<file path="config.mk">
export PLATFORM = sky130hd
export DESIGN_NAME = spi_regfile_peripheral
export DESIGN_NICKNAME = d
export VERILOG_FILES = /design/src/rtl/spi_regfile_pkg.sv /design/src/rtl/spi_sync_edge.sv /design/src/rtl/spi_regfile_peripheral.sv
export SDC_FILE = /design/constraint.sdc
export NUM_CORES = 1
export LEC_CHECK = 0
export BUFFER_PORTS_ARGS = -buffer_cell sky130_fd_sc_hd__buf_2
export CAP_MARGIN = 30
export CORE_MARGIN = 2
export CORE_UTILIZATION = 57
export CTS_BUF_LIST = sky130_fd_sc_hd__clkbuf_4 sky130_fd_sc_hd__clkbuf_8
export CTS_CLUSTER_SIZE = 20
export DETAILED_ROUTE_END_ITERATION = 7
export HOLD_SLACK_MARGIN = 0.03
export PLACE_DENSITY = 0.85
export SYNTH_ARGS = -nofsm -noshare
export SYNTH_HDL_FRONTEND = slang
export SYNTH_SLANG_ARGS = --single-unit
</file>
<file path="constraint.sdc">
create_clock -name clk -period 3.05 [get_ports clk]
set_input_delay 0.915 -clock clk [delete_from_list [all_inputs] [get_ports clk]]
set_output_delay 0.915 -clock clk [all_outputs]
set_load 0.02 [all_outputs]
</file>
<file path="src/rtl/spi_regfile_pkg.sv">
// Shared types for the SPI register-file peripheral: FSM states,
// R/W bit encoding and frame length derivation.
package spi_regfile_pkg;

   typedef enum logic [1:0] {
      S_IDLE,
      S_ADDR,
      S_DATA,
      S_HOLD
   } state_e;

   localparam logic RW_WRITE = 1'b1;
   localparam logic RW_READ  = 1'b0;

   function automatic int frame_w(input int addr_w, input int data_w);
      return 1 + addr_w + data_w;
   endfunction

endpackage

</file>
<file path="src/rtl/spi_sync_edge.sv">
// Two-flop synchronizer for one asynchronous SPI pin, with rise/fall
// detection on the synchronized value.
module spi_sync_edge #(
   parameter logic RST_VAL = 1'b0
) (
   input  logic clk,
   input  logic rst,
   input  logic d_i,
   output logic q_o,
   output logic rise_o,
   output logic fall_o
);

   logic s1_q, s2_q, s3_q;

   always_ff @(posedge clk) begin
      if (rst) begin
         s1_q <= RST_VAL;
         s2_q <= RST_VAL;
         s3_q <= RST_VAL;
      end else begin
         s1_q <= d_i;
         s2_q <= s1_q;
         s3_q <= s2_q;
      end
   end

   assign q_o    = s2_q;
   assign rise_o = s2_q & ~s3_q;
   assign fall_o = ~s2_q & s3_q;

endmodule

</file>
<file path="src/rtl/spi_regfile_peripheral.sv">
// SPI mode-0 slave in front of a small register file.
// Define SPI_REGFILE_READBACK_EN to enable read frames on cipo.
module spi_regfile_peripheral
   import spi_regfile_pkg::*;
#(
   parameter int NUM_REGS = 5,
   parameter int ADDR_W   = 7,
   parameter int DATA_W   = 8
) (
   input  logic                       clk,
   input  logic                       rst,
   input  logic                       sclk,
   input  logic                       ncs,
   input  logic                       copi,
   output logic                       cipo,
   output logic                       cipo_oe,
   output logic [NUM_REGS*DATA_W-1:0] regs_flat,
   output logic                       wr_strobe,
   output logic [ADDR_W-1:0]          wr_addr,
   output logic                       frame_err
);

   localparam int FRAME_W = frame_w(ADDR_W, DATA_W);
   localparam int CNT_W   = $clog2(FRAME_W + 2);
   localparam logic [CNT_W-1:0]  CNT_ADDR = CNT_W'(1 + ADDR_W);
   localparam logic [CNT_W-1:0]  CNT_FULL = CNT_W'(FRAME_W);
   localparam logic [CNT_W-1:0]  CNT_SAT  = CNT_W'(FRAME_W + 1);
   localparam logic [ADDR_W:0]   NREGS    = (ADDR_W + 1)'(NUM_REGS);

   logic unused_sclk_q, unused_copi_rise, unused_copi_fall;
   logic sclk_rise, sclk_fall;
   logic ncs_s, ncs_rise, ncs_fall;
   logic copi_s;

   spi_sync_edge #(.RST_VAL(1'b0)) u_sync_sclk (
      .clk(clk), .rst(rst), .d_i(sclk),
      .q_o(unused_sclk_q), .rise_o(sclk_rise), .fall_o(sclk_fall)
   );
   spi_sync_edge #(.RST_VAL(1'b1)) u_sync_ncs (
      .clk(clk), .rst(rst), .d_i(ncs),
      .q_o(ncs_s), .rise_o(ncs_rise), .fall_o(ncs_fall)
   );
   spi_sync_edge #(.RST_VAL(1'b0)) u_sync_copi (
      .clk(clk), .rst(rst), .d_i(copi),
      .q_o(copi_s), .rise_o(unused_copi_rise), .fall_o(unused_copi_fall)
   );

   state_e               state_q, state_d;
   logic [CNT_W-1:0]     cnt_q, cnt_d;
   logic [FRAME_W-1:0]   sh_q, sh_d;
   logic [1:0]           settle_q;
   logic                 armed_q;
   logic [DATA_W-1:0]    regs_q [NUM_REGS];
   logic                 wr_strobe_q, frame_err_q;
   logic [ADDR_W-1:0]    wr_addr_q;

   always_comb begin
      state_d = state_q;
      cnt_d   = cnt_q;
      sh_d    = sh_q;
      unique case (state_q)
         S_IDLE: begin
            if (ncs_fall && armed_q) begin
               state_d = S_ADDR;
               cnt_d   = '0;
               sh_d    = '0;
            end
         end
         default: begin
            if (ncs_rise) begin
               state_d = S_IDLE;
            end else if (sclk_rise) begin
               if (cnt_q != CNT_SAT) cnt_d = cnt_q + 1'b1;
               if (cnt_q < CNT_FULL) sh_d = {sh_q[FRAME_W-2:0], copi_s};
               if (state_q == S_ADDR && cnt_d == CNT_ADDR) state_d = S_DATA;
               if (state_q == S_DATA && cnt_d == CNT_FULL) state_d = S_HOLD;
            end
         end
      endcase
   end

   logic              f_rw, f_full, f_inrange, end_frame, do_wr, do_err;
   logic [ADDR_W-1:0] f_addr;
   logic [DATA_W-1:0] f_data;

   assign f_rw      = sh_q[FRAME_W-1];
   assign f_addr    = sh_q[DATA_W +: ADDR_W];
   assign f_data    = sh_q[DATA_W-1:0];
   assign f_full    = (cnt_q == CNT_FULL);
   assign f_inrange = ({1'b0, f_addr} < NREGS);
   assign end_frame = ncs_rise && (state_q != S_IDLE);
   assign do_wr     = end_frame && f_full && f_rw == RW_WRITE && f_inrange;
   assign do_err    = end_frame && (!f_full || (f_rw == RW_WRITE && !f_inrange));

   // Frames already in flight at reset release are ignored until ncs is seen high.
   always_ff @(posedge clk) begin
      if (rst) begin
         state_q     <= S_IDLE;
         cnt_q       <= '0;
         sh_q        <= '0;
         settle_q    <= '0;
         armed_q     <= 1'b0;
         wr_strobe_q <= 1'b0;
         frame_err_q <= 1'b0;
         wr_addr_q   <= '0;
         for (int i = 0; i < NUM_REGS; i++) regs_q[i] <= '0;
      end else begin
         state_q     <= state_d;
         cnt_q       <= cnt_d;
         sh_q        <= sh_d;
         if (settle_q != 2'd3) settle_q <= settle_q + 2'd1;
         if (settle_q == 2'd3 && ncs_s) armed_q <= 1'b1;
         wr_strobe_q <= do_wr;
         frame_err_q <= do_err;
         if (do_wr) begin
            wr_addr_q <= f_addr;
            for (int i = 0; i < NUM_REGS; i++)
               if (f_addr == ADDR_W'(i)) regs_q[i] <= f_data;
         end
      end
   end

   always_comb begin
      regs_flat = '0;
      for (int i = 0; i < NUM_REGS; i++)
         regs_flat[i*DATA_W +: DATA_W] = regs_q[i];
   end

   assign wr_strobe = wr_strobe_q;
   assign wr_addr   = wr_addr_q;
   assign frame_err = frame_err_q;

`ifdef SPI_REGFILE_READBACK_EN
   logic [DATA_W-1:0] out_q, rd_val;
   logic              oe_q, skip_q, rd_load;

   always_comb begin
      rd_val = '0;
      for (int i = 0; i < NUM_REGS; i++)
         if (sh_d[ADDR_W-1:0] == ADDR_W'(i)) rd_val = regs_q[i];
   end

   assign rd_load = (state_q == S_ADDR) && (state_d == S_DATA) &&
                    (sh_d[ADDR_W] == RW_READ);

   // The fall right after the load belongs to the last address bit, so skip it.
   always_ff @(posedge clk) begin
      if (rst || state_d == S_IDLE) begin
         out_q  <= '0;
         oe_q   <= 1'b0;
         skip_q <= 1'b0;
      end else if (rd_load) begin
         out_q  <= rd_val;
         oe_q   <= 1'b1;
         skip_q <= 1'b1;
      end else if (oe_q && sclk_fall) begin
         if (skip_q) skip_q <= 1'b0;
         else        out_q  <= out_q << 1;
      end
   end

   assign cipo    = oe_q & out_q[DATA_W-1];
   assign cipo_oe = oe_q;
`else
   logic unused_sclk_fall;
   assign unused_sclk_fall = sclk_fall;
   assign cipo    = 1'b0;
   assign cipo_oe = 1'b0;
`endif

endmodule

</file>
==> summary.txt <==
Synth
  – Synth cell types: 46
  – Synth area leader: edfxtp_1
  – Ys Warns: 0
  – Post-Synth XOR/XNOR Area: 0.832%
  – #FFs+latches synth: 83
  – Mean Syn Cell Area: 12.1 µm²
  – Sequential element share of the synthesized area: 65.3%
  – Yosys top cell area share: 38.0%
  – Post-synth EDFFs: 40
  – Count leader, synth: dfxtp_1
  – Post-synthesis compound-gate area fraction: 8.24%
  – Synth Instances: 262
  – Post-Synth Simple-Gate Area: 19.9%
  – Ys async rst share: 0%
  – Mux cell area share after synthesis: 0.950%
  – Prevailing post-synth register cell: dfxtp_1
  – Synthesized cell area: 3160 µm²
  – Top cell types by occurrence after synthesis: 43 x dfxtp_1, 40 x edfxtp_1, 25 x a21oi_1, 22 x nand2_1, 19 x nor2_1
  – Largest family of logic cells by synthesized area: simple AND/OR/NAND/NOR gates
  – Synth top area cells: edfxtp_1 38%, dfxtp_1 27%, or3b_1 4.2%
  – Post-synthesis adder-cell area fraction: 1.58%

Timing
  – Max-slew violation count: 0
  – Fin crit share: 87.0%
  – RSZ-0062 raised after global routing: no
  – WHS: 0.417 ns
  – Sum Neg Setup Slack: 0 ns
  – Slew HR: 43.2%
  – Clk_skew: 0.0115 ns
  – Crit path setup slack, layout: 0.396 ns
  – Worst slew pin tran: 0.850 ns
  – Setup Viol. Count Final: 0
  – Final Hold Viols: 0
  – Achievable Freq: 377 MHz
  – Min Tclk post-route: 2.65 ns

Floorplan
  – Row count: 27
  – Die area: 6150 µm²
  – Top Ports: 56
  – Core area: 5440 µm²
  – Die width: 78.5 µm
  – Die H: 78.5 µm
  – Starting Density: 58.1%

Clock tree
  – Num CTS Buffers: 9
  – Clk sink count: 83
  – Post-CTS setup repair buffer count: 0
  – CTS tree: yes
  – CTS Hold Buffers Added: 0
  – Skew-Pair Late Insertion Delay: 0.36 ns
  – H-tree level count: 3
  – CTS root buffer: clkbuf_8
  – Post-CTS sizing: 0
  – Clk buf depth: 2
  – Clock-pin transition on the worst setup and hold timing paths: 0.09 ns

Worst setup path
  – Required @ worst endpoint: 3.04 ns
  – Max FO, Critical Path: 9
  – Crit Path Category: reg2reg
  – Crit path largest cell delay: 0.68 ns
  – Reg2reg setup slack: 0.40 ns
  – CP arrival: 2.64 ns
  – Critical Path End Type: flop
  – Worst Path Buf+Inv: 1
  – Critical path's top delay family: simple AND/OR/NAND/NOR gates
  – Reg2reg end: regs_q[0][2]
  – RR Startpoint: cnt_q[0]
  – CP Cell Sequence: inv_1 > ha_1 > nor4bb_1 > and4_1 > nand2_1 > o21bai_1
  – Reg2Reg Depth: 6
  – Startpoint Class: flop
  – Slowest-stage cell, CP: o21bai_1

Final layout
  – Area growth from synthesis to layout: 14.9%
  – Non-filler cells, final: 390
  – Layout cells sized above 1: 24.8%
  – Number of diodes: 0
  – # fillers: 408
  – Final #Nets: 322

Pwr
  – Leak: 1.41 nW
  – Logic pwr share: 5.1%
  – Clk network pwr share: 36.2%
  – Sequential Power Share: 58.7%
  – PD cells: 566 nW/µm²
  – Sw Ratio: 24.8%
  – Internal power: 0.00155 W
  – Max VDD drop: 0.000350 V
  – NetSw: 0.000508 W

Route
  – # DRC: 0
  – Router iterations before antenna repair: 5
  – Wire length on met2: 2.61 mm
  – Avg WL per Cell: 14.3 µm
  – Drt via density: 5.44
  – Post-route ant nets: 0
  – WL met3: 296 µm
  – Drt initial violations: 142
  – Routed met1 length: 2.53 mm
  – Vias post-DR: 2123
  – Drt total wl: 5.57 mm
  – Max layer used: met4

Worst hold path
  – Worst Hold End: u_sync_ncs.q_o
  – Worst hold path depth: 1
  – Hold path start: u_sync_ncs.s1_q
  – Hold Crit Class: reg2reg

Status
  – Outcome: finished, final reports clean

Place
  – Cells after DPL: 374
  – # port buffers: 53
  – Pre-CTS WS: 0.453 ns
  – Gpl congestion: 0.830
  – Dpl hpwl: 3.81 mm

GRT
  – All-Layer GR Usage: 19.3%
  – Number of global-route vias before repair: 1899
  – Grt ovf: 0
  – Largest net degree at the start of global routing: 32
  – Antenna violations before repair: 0
  – First-pass GRT wire length: 9.00 mm

Job
  – Max-cap violations: 0
[cells in the final DEF, fill, tap and decap left out, drive strengths merged, types with 2 or more instances in the layout]
cell / Yosys / routed
nand4b: 3 / 3
or2: 3 / 3
nor2b: 7 / 7
xor2: 2 / 2
inv: 3 / 9
nand2: 22 / 22
or3b: 15 / 15
a2111oi: 2 / 2
nor3: 2 / 2
conb: 1 / 2
dfxtp: 43 / 43
o21ai: 8 / 8
nand3b: 2 / 2
buf: 6 / 54
and2: 13 / 13
o21bai: 2 / 2
nand2b: 4 / 4
nand3: 4 / 4
edfxtp: 40 / 40
nor4b: 2 / 2
a21oi: 25 / 25
ha: 4 / 4
clkbuf: 9 / 9
or3: 2 / 2
nor2: 20 / 20
mux2i: 3 / 3
[final cells by class]
class	count	area (µm²)	share of cell area, %
Multi-Input combinational cell	162	1000	27.7
Sequential cell	83	2060	56.8
Timing Repair Buffer	54	273	7.52
Inverter	3	11.3	0.310
Clock inverter	7	65.1	1.79
Clock buffer	9	124	3.41
Tap cell	72	90.1	2.48
[per-layer routing]
| layer | track usage (%) | vias up |
|---|---|---|
| li1 | - | 1031 |
| met1 | 26.2 | 993 |
| met2 | 29.2 | 84 |
| met3 | 3.68 | 15 |
| met4 | 11.1 | 0 |
| met5 | 0 | - |
[per-stage QoR]
step / area [µm²] / total power [W] / util [%]
after floorplan: 3160 / 0.00131 / -
after global placement: 3440 / 0.00133 / 63.2
after detailed placement: 3440 / 0.00134 / 63.2
after CTS: 3630 / 0.00207 / 66.7
after global routing: 3630 / 0.00213 / 66.7
final: 3630 / 0.00205 / 66.7
[worst max-delay path by stage]
stage | to | from | slack [ns] | cells past startpoint
after global placement | regs_q[0][5] | cnt_q[0] | 0.60 | 6
final | regs_q[0][2] | cnt_q[0] | 0.40 | 6
after global routing | regs_q[0][0] | cnt_q[0] | 0.19 | 6
after detailed placement | regs_q[0][5] | cnt_q[0] | 0.45 | 6
after floorplan | regs_q[0][16] | cnt_q[0] | 0.86 | 7
after CTS | regs_q[0][4] | cnt_q[0] | 0.44 | 6
[cell families (layout without fill, tap and decap cells)]
kind of cell | count (synthesis) | after routing
adder cells (fa/ha/maj) | 4 | 4
buffers and inverters | 18 | 73
XOR/XNOR | 3 | 3
other | 1 | 2
multiplexers | 3 | 3
AND/OR/NAND/NOR | 106 | 106
AO/OA/AOI/OAI | 44 | 44
flip-flops | 83 | 83
[flip-flops by register name, summed over array words and instances (netlist names)]
register / cells
regs_q: 40
sh_q: 16
wr_addr: 7
cnt_q: 5
settle_q: 2
state_q: 2
armed_q: 1
frame_err: 1
u_sync_copi.q_o: 1
u_sync_copi.s1_q: 1
u_sync_ncs.q_o: 1
u_sync_ncs.s1_q: 1
u_sync_ncs.s3_q: 1
u_sync_sclk.q_o: 1
u_sync_sclk.s1_q: 1
u_sync_sclk.s3_q: 1
wr_strobe: 1
[power by group through the flow]
stage	Clock (W)	Combinational [W]	Sequential, W
2_1_floorplan	0	0.0000527	0.00126
3_3_place_gp	0	0.000103	0.00123
3_5_place_dp	0	0.000106	0.00123
4_1_cts	0.000762	0.000106	0.00121
5_1_grt	0.000805	0.000116	0.00121
6_report	0.000743	0.000105	0.00121
Note: power is estimated with default switching activity, not from simulation.
